$ cat src/rtl/game_state_ctrl.sv
// Dino runner game sequencer: start/play/lockout/over FSM, frame-tick score counter,
// high score, speed level and new-game pulse. All state on Clk50; frame_Clk is data.
module game_state_ctrl #(
    parameter int unsigned SCORE_DIV   = 6,
    parameter int unsigned SCORE_MAX   = 99999,
    parameter int unsigned LOCK_FRAMES = 30,
    parameter int unsigned LEVEL_STEP  = 100,
    parameter int unsigned LEVEL_MAX   = 7,
    parameter logic [7:0]  KEY_JUMP    = 8'h2C,
    parameter logic [7:0]  KEY_ALT     = 8'h52
) (
    input  logic        Clk50,
    input  logic        Reset,
    input  logic        frame_Clk,
    input  logic [7:0]  keycode,
    input  logic        Dead,
    output logic [1:0]  Game_State,
    output logic [31:0] score,
    output logic [31:0] high_score,
    output logic [2:0]  speed_level,
    output logic        new_game,
    output logic        frame_tick
);

    typedef enum logic [1:0] {START, PLAY, LOCK, OVER} state_t;

    state_t      state, state_next;
    logic        sync1, sync2, sync3;
    logic        key_hit, key_q, press;
    logic [31:0] div_cnt, lock_cnt, level_cnt;
    logic        enter_play, go_dead, score_step;
    logic [1:0]  gs_next;

    assign key_hit = (keycode == KEY_JUMP) | (keycode == KEY_ALT);
    assign press   = key_hit & ~key_q;

    always_comb begin
        state_next = state;
        enter_play = 1'b0;
        go_dead    = 1'b0;
        case (state)
            START: if (press) begin
                state_next = PLAY;
                enter_play = 1'b1;
            end
            PLAY: if (Dead) begin
                state_next = LOCK;
                go_dead    = 1'b1;
            end
            LOCK: if (frame_tick && lock_cnt == LOCK_FRAMES - 1) state_next = OVER;
            OVER: if (press) begin
                state_next = PLAY;
                enter_play = 1'b1;
            end
            default: state_next = START;
        endcase
        // Dead has priority over a score tick landing in the same cycle
        score_step = (state == PLAY) && !Dead && frame_tick && (div_cnt == SCORE_DIV - 1);
        case (state_next)
            START:   gs_next = 2'b00;
            PLAY:    gs_next = 2'b01;
            default: gs_next = 2'b10;
        endcase
    end

    always_ff @(posedge Clk50 or posedge Reset) begin
        if (Reset) begin
            state       <= START;
            Game_State  <= 2'b00;
            sync1       <= 1'b0;
            sync2       <= 1'b0;
            sync3       <= 1'b0;
            frame_tick  <= 1'b0;
            key_q       <= 1'b0;
            score       <= '0;
            high_score  <= '0;
            speed_level <= '0;
            new_game    <= 1'b0;
            div_cnt     <= '0;
            lock_cnt    <= '0;
            level_cnt   <= '0;
        end else begin
            state      <= state_next;
            Game_State <= gs_next;
            sync1      <= frame_Clk;
            sync2      <= sync1;
            sync3      <= sync2;
            frame_tick <= sync2 & ~sync3;
            key_q      <= key_hit;
            new_game   <= enter_play;

            if (enter_play) begin
                score       <= '0;
                div_cnt     <= '0;
                level_cnt   <= '0;
                speed_level <= '0;
            end else if (state == PLAY && !Dead && frame_tick) begin
                div_cnt <= score_step ? '0 : div_cnt + 32'd1;
                // level tracking freezes once score has saturated
                if (score_step && score < SCORE_MAX) begin
                    score <= score + 32'd1;
                    if (level_cnt + 32'd1 == LEVEL_STEP) begin
                        level_cnt <= '0;
                        if (speed_level < 3'(LEVEL_MAX)) speed_level <= speed_level + 3'd1;
                    end else begin
                        level_cnt <= level_cnt + 32'd1;
                    end
                end
            end

            if (go_dead) begin
                lock_cnt <= '0;
                if (score > high_score) high_score <= score;
            end else if (state == LOCK && frame_tick) begin
                lock_cnt <= lock_cnt + 32'd1;
            end
        end
    end

endmodule

$ cat config.mk
export PLATFORM = sky130hd
export DESIGN_NAME = game_state_ctrl
export DESIGN_NICKNAME = d
export VERILOG_FILES = /design/src/rtl/game_state_ctrl.sv
export SDC_FILE = /design/constraint.sdc
export NUM_CORES = 1
export LEC_CHECK = 0
export BUFFER_PORTS_ARGS = -buffer_cell sky130_fd_sc_hd__buf_4
export CAP_MARGIN = 15
export CORE_MARGIN = 2
export CORE_UTILIZATION = 50
export CTS_BUF_LIST = sky130_fd_sc_hd__clkbuf_8
export DETAILED_ROUTE_END_ITERATION = 7
export GPL_TIMING_DRIVEN = 1
export PLACE_DENSITY_LB_ADDON = 0.25
export SLEW_MARGIN = 20
export SYNTH_ARGS = -nofsm -noshare
export SYNTH_HDL_FRONTEND = slang
export SYNTH_SLANG_ARGS = --single-unit
$ cat constraint.sdc
create_clock -name Clk50 -period 15.1 [get_ports Clk50]
set_input_delay 3.02 -clock Clk50 [delete_from_list [all_inputs] [get_ports Clk50]]
set_output_delay 3.02 -clock Clk50 [all_outputs]
set_load 0.01 [all_outputs]
==> flow_metrics.py, run 1 <==
metrics = {
    "clock_network": {
        "cts_tree": "done",
        "cts_buffers": 17,
        "cts-resized-gates": 0,
        "cts_buffer_depth": 2,
        "cts_max_level": 4,
        "clockRootBuffer": "clkbuf_8",
        "clk_latency_ns": 0.47,
        "cts.clk_slew.worst_paths_ns": 0.09,
        "cts_sinks": 173,
        "hold_buffers": 0,
        "cts_setup_buffers": 0,
    },
    "routing": {
        "viasPerCell": 5.75,
        "drc": 0,
        "wl_per_cell_um": 15.8,
        "routed_wirelength_um": 20900,
        "dr.pass1.iters": 5,
        "drtAntennaViolNets": 0,
        "vias": 7616,
        "drt_iter0_markers": 456,
    },
    "cells_and_area": {
        "syn_to_final_growth_pct": 14.2,
        "layout.nets": 1131,
        "multi_input_area_sq_um": 4860,
        "antennaDiodeCount": 0,
        "final_cell_mix": "dfrtp_1, nor2_1, buf_4",
        "final_core_util": 0.582,
        "seqCellArea_sq_um": 4330,
        "mostFrequentLayoutCell": "dfrtp_1",
        "n_fill_cell": 1607,
        "drive_above_1_share": 0.154,
    },
    "timing": {
        "setup_violations": 0,
        "fmax_mhz": 172,
        "slew_headroom": 0.356,
        "finalCritPeriodShare": 0.386,
        "tns_ns": 0,
        "setup_ws_ns": 9.27,
        "finalMaxSlewViolations": 0,
        "fin_crit_ns": 5.83,
        "worst_pin_slew_ns": 0.965,
        "rsz0062_at_grt": "no",
        "clock_skew_ns": 0.0122,
        "hold_viol": 0,
    },
    "logic_synthesis": {
        "synth_top_family_by_area": "simple AND/OR/NAND/NOR gates",
        "synth_top_area_share": 0.456,
        "yosysSeqAreaShare": 0.456,
        "ys_warn_count": 0,
        "synthAdderAreaFrac": 0.0554,
        "syn_area_per_cell_sq_um": 9.48,
        "syn_inst": 1001,
        "synth_compound_area_frac": 0.0799,
        "synthMuxAreaShare": 0.0389,
        "synth_xor_area_frac": 0.0839,
        "async_flop_share": 1.00,
        "yosysUniqueCellTypes": 63,
        "synth-edff-count": 0,
        "yosys_register_bits": 173,
        "yosys.area_share.simple": 0.251,
        "ys.flop_type": "dfrtp_1",
        "syn_nets": 1055,
        "synth_area_sq_um": 9490,
        "synth_area_leaders": "dfrtp_1, ha_1, nor2_1",
        "synth_top_area_cell": "dfrtp_1",
    },
    "pwr": {
        "power_density_nw_per_um2": 84.5,
        "leakagePower_nw": 4.90,
        "ir_drop_mv": 0.0595,
    },
    "worst_setup_path": {
        "worst_setup_path_start_kind": "input port",
        "worstPathArrival_ns": 6.14,
        "crit_fanout": 19,
        "end_kind": "flop",
        "worst-setup-path-type": "in2reg",
        "required_ns": 15.41,
    },
    "floorplanning": {
        "core_area_sq_um": 18600,
        "dieArea_sq_um": 20100,
        "die_w_um": 142,
        "ios": 83,
        "die_h_um": 142,
        "rows": 50,
        "start_util": 0.509,
    },
    "grt": {
        "grt_max_degree": 104,
        "grt_pass1_wl_um": 35400,
        "antenna_found_initial": 0,
        "grt_use_total": 0.216,
        "gr-total-overflow": 0,
        "grt_pass1_vias": 7204,
    },
    "placement": {
        "gp_congestion": 0.845,
        "dp_hpwl_um": 14400,
        "pre_cts_slack_ns": 8.78,
        "portBuffers": 82,
    },
    "run": {
        "maxCapViolCount": 0,
    },
    "min_path": {
        "min-delay-path-class": "reg2reg",
    },
    "run_status": {
        "status": "finished clean",
    },
}
==> synth_stat cells, types with 2 or more instances <==
cell and number:
or3_1 20, nand3_1 44, o21a_1 6, o211ai_1 5, and3_1 17, mux2i_1 2, and4b_1 2, or4_1 9
and4_1 9, nor4_1 29, nand2_1 81, nor4b_1 2, mux2_2 31, buf_2 3, a31oi_1 4, o31ai_1 2
or2_2 6, a21oi_1 44, nor2_1 110, nor2b_1 5, buf_1 3, dfrtp_1 173, and2_1 32, o21ai_0 24
o22ai_1 3, xnor2_1 46, nor3b_1 4, o21bai_1 3, clkbuf_1 24, xor2_1 45, a22oi_1 3, ha_1 42
nand4_1 44, nor3_1 31, a21o_1 11, inv_1 54, a211oi_1 2
==> layer usage <==
| layer | wire [um] | GRT usage |
|---|---|---|
| met2 | 9990 | 0.354 |
| met1 | 9800 | 0.299 |
| met4 | 228 | 0.0563 |
| met3 | 897 | 0.0395 |
| met5 | 0 | 0 |
==> worst max-delay path: stages <==
cell	delay, ns
buf_4	0.11
or4b_1	0.52
o22ai_1	0.18
nand4_1	0.63
a2111oi_0	0.86
nor2b_1	0.43
nand4_1	0.16
xor2_1	0.16
nor2_1	0.06
==> logic make-up after synthesis <==
group | count (synthesis)
flops | 173
compound gates | 120
buf+inv | 86
xor+xnor | 91
fa+ha+maj | 42
mux | 33
simple gates | 456
==> metrics by stage <==
stage | instance area [sq um] | power [mW] | hold WS, ns | std cells
after detailed placement | 10300 | 0.540 | 0.340 | 1290
final | 10800 | 0.916 | 0.358 | 1324
after floorplan | 9490 | 0.527 | 0.331 | 1001
after global routing | 10800 | 0.955 | 0.374 | 1324
after global placement | 10300 | 0.539 | 0.334 | 1290
after CTS | 10800 | 0.924 | 0.361 | 1322
==> sequential cells by signal, indices dropped and copies added, names as in the netlist, 2 cells and up <==
register	count
lock_cnt	32
speed_level	3
state	2
div_cnt	32
level_cnt	32
high_score	32
Game_State	2
score	32
==> cell type report <==
| cell class | instances | area share |
|---|---|---|
| Sequential cell | 173 | 0.399 |
| Tap cell | 234 | 0.0270 |
| Timing Repair Buffer | 88 | 0.0631 |
| Clock inverter | 15 | 0.0216 |
| Multi-Input combinational cell | 742 | 0.448 |
| Clock buffer | 17 | 0.0216 |
| Inverter | 55 | 0.0195 |
==> path summary, 6_finish.rpt <==
| path | from | endpoint | slack (ns) | depth (start not counted) |
|---|---|---|---|---|
| setup / recovery | keycode[3] | div_cnt[31]$_DFFE_PP0P_ | 9.27 | 9 |
| hold / removal | sync1$_DFF_PP0_ | sync2$_DFF_PP0_ | 0.36 | 0 |
| setup reg to reg | state[1]$_DFF_PP0_ | level_cnt[11]$_DFFE_PP0P_ | 11.49 | 8 |
| hold reg to reg | sync1$_DFF_PP0_ | sync2$_DFF_PP0_ | 0.36 | 0 |
| max in group asynchronous | Reset | div_cnt[7]$_DFFE_PP0P_ | 11.01 | 3 |
| min in group asynchronous | Reset | lock_cnt[23]$_DFFE_PP0P_ | 2.68 | 2 |
==> where the power goes <==
part           total [mW]  switching (mW)  leakage (nW)  internal [mW]
registers           0.492          0.0161          2.25          0.476
clock network       0.385           0.184         0.240          0.201
logic              0.0391          0.0242          2.41         0.0150
total               0.916           0.225          4.90          0.692
Note: power is estimated with default switching activity, not from simulation.
==> run 2: changes to the inputs <==
==> constraint.sdc (replaced) <==
create_clock -name Clk50 -period 4.85 [get_ports Clk50]
set_input_delay 0.97 -clock Clk50 [delete_from_list [all_inputs] [get_ports Clk50]]
set_output_delay 0.97 -clock Clk50 [all_outputs]
set_load 0.01 [all_outputs]
==> run 2 against run 1 <==
Sequential share of layout area grew 0.065 points. Sequential power grew to 3.1 times the previous value. Count of clock-buffer cells in the layout grew 1. Final cell count grew 0.23%. Design area shrank 0.16%. Via count shrank 0.88%. Critical path depth is the same. Combinational power grew to 3.2 times the previous value. Critical endpoint is now level_cnt[17]$_DFFE_PP0P_. Highest routed layer unchanged.
==> flow_metrics.py, run 2 (synthesized netlist as in run 1, its figures left out) <==
metrics = {
    "grt": {
        "gr-total-overflow": 0,
        "antenna_found_initial": 0,
        "grt_pass1_wl_um": 36200,
        "grt_use_total": 0.223,
        "grt_max_degree": 99,
        "grt_pass1_vias": 7273,
    },
    "floorplanning": {
        "start_util": 0.509,
        "die_w_um": 142,
        "die_h_um": 142,
        "dieArea_sq_um": 20100,
        "rows": 50,
        "core_area_sq_um": 18600,
        "ios": 83,
    },
    "clock_network": {
        "clk_latency_ns": 0.48,
        "cts_buffers": 17,
        "cts.clk_slew.worst_paths_ns": 0.11,
        "cts_setup_buffers": 0,
        "cts_max_level": 4,
        "cts_tree": "done",
        "hold_buffers": 0,
        "clockRootBuffer": "clkbuf_8",
        "cts_buffer_depth": 2,
        "cts_sinks": 173,
        "cts-resized-gates": 0,
    },
    "cells_and_area": {
        "antennaDiodeCount": 0,
        "final_cell_area_sq_um": 10800,
        "syn_to_final_growth_pct": 14.0,
        "drive_above_1_share": 0.156,
        "final_cell_mix": "dfrtp_1, nor2_1, buf_4",
        "layout.nets": 1134,
        "mostFrequentLayoutCell": "dfrtp_1",
    },
    "timing": {
        "slew_headroom": 0.382,
        "tns_ns": 0,
        "hold_viol": 0,
        "fin_crit_ns": 3.42,
        "setup_violations": 0,
        "worst_pin_slew_ns": 0.924,
        "fmax_mhz": 292,
        "rsz0062_at_grt": "no",
        "finalMaxSlewViolations": 0,
        "finalCritPeriodShare": 0.706,
        "clock_skew_ns": 0.0196,
    },
    "worst_setup_path": {
        "crit_chain": "ha_1 -> nand3_1 -> or4_1 -> nor3_1 -> xnor2_1 -> nand4_1 -> nor4b_4 -> a21oi_2 -> and2_1",
        "crit_path_max_incr_delay_ns": 0.57,
        "worstPathArrival_ns": 3.78,
        "slowest_stage": "or4_1",
        "worst_setup_path_start_kind": "flop",
        "worst-setup-path-type": "reg2reg",
        "required_ns": 5.21,
        "crit_fanout": 17,
        "end_kind": "flop",
    },
    "pwr": {
        "power_density_nw_per_um2": 251,
        "ir_drop_mv": 0.166,
        "leakagePower_nw": 4.89,
    },
    "routing": {
        "drc": 0,
        "vias": 7549,
        "drtAntennaViolNets": 0,
        "routed_wirelength_um": 21200,
        "viasPerCell": 5.69,
        "wl_per_cell_um": 16.0,
        "drt_iter0_markers": 515,
        "dr.pass1.iters": 5,
    },
    "placement": {
        "gp_congestion": 0.875,
        "place_area_sq_um": 10400,
        "portBuffers": 82,
        "dp_hpwl_um": 14800,
    },
    "min_path": {
        "min-delay-path-class": "reg2reg",
    },
    "run": {
        "maxCapViolCount": 0,
    },
    "run_status": {
        "status": "finished clean",
    },
}
-- run 2: changes by cell type in the layout (fill, tap and decap cells not counted) --
cell and change:
inv_6 -1, clkinvlp_4 +2, buf_4 +2, clkinv_4 +1, buf_6 -1, buf_12 +2, bufinv_16 -3, clkbuf_8 +1
-- run 2: metal layers --
metal / track usage / share of wire / vias up
met1: 0.319 / 0.49 / 3689
met4: 0.0642 / 0.015 / 0
li1: - / - / 3687
met5: 0 / 0 / -
met3: 0.0307 / 0.036 / 23
met2: 0.356 / 0.46 / 150
-- run 2: final timing paths --
check / from / to / slack, ns / cells after the start
worst max-delay path: level_cnt[0]$_DFFE_PP0P_ / level_cnt[17]$_DFFE_PP0P_ / 1.43 / 9
worst min-delay path: sync1$_DFF_PP0_ / sync2$_DFF_PP0_ / 0.36 / 0
worst max register to register: level_cnt[0]$_DFFE_PP0P_ / level_cnt[17]$_DFFE_PP0P_ / 1.43 / 9
worst min register to register: sync1$_DFF_PP0_ / sync2$_DFF_PP0_ / 0.36 / 0
max in group asynchronous: Reset / high_score[17]$_DFFE_PP0P_ / 3.74 / 3
min in group asynchronous: Reset / lock_cnt[24]$_DFFE_PP0P_ / 0.61 / 3
-- run 2: layout make-up --
type,instances,area [sq um]
Clock buffer,18,248
Clock inverter,14,160
Fill cell,1653,7820
Inverter,55,210
Multi-Input combinational cell,742,4860
Sequential cell,173,4330
Tap cell,234,293
Timing Repair Buffer,91,728
-- run 2: power breakdown --
part	internal (mW)	switching, mW
sequential	1.48	0.0529
combinational	0.0502	0.0753
clock	0.483	0.575
total	2.02	0.704
-- run 2: through the flow --
| stage | setup slack [ns] | util | hold WS (ns) | power [mW] | cells |
|---|---|---|---|---|---|
| 6_report | 1.43 | 0.581 | 0.360 | 2.72 | 1327 |
| 5_1_grt | 1.16 | 0.581 | 0.377 | 2.84 | 1327 |
| 4_1_cts | 1.45 | 0.579 | 0.369 | 2.75 | 1326 |
| 3_5_place_dp | 1.16 | 0.557 | 0.346 | 1.69 | 1294 |
| 3_3_place_gp | 1.23 | 0.557 | 0.334 | 1.68 | 1294 |
| 2_1_floorplan | 1.59 | - | 0.331 | 1.64 | 1001 |
-- run 2: worst max-delay path: cells and delay by family (launching register included) --
kind,cells,cell delay [ns]
compound gates,1,0.30
xor+xnor,1,0.21
fa+ha+maj,1,0.28
flops,1,0.43
simple gates,6,2.09
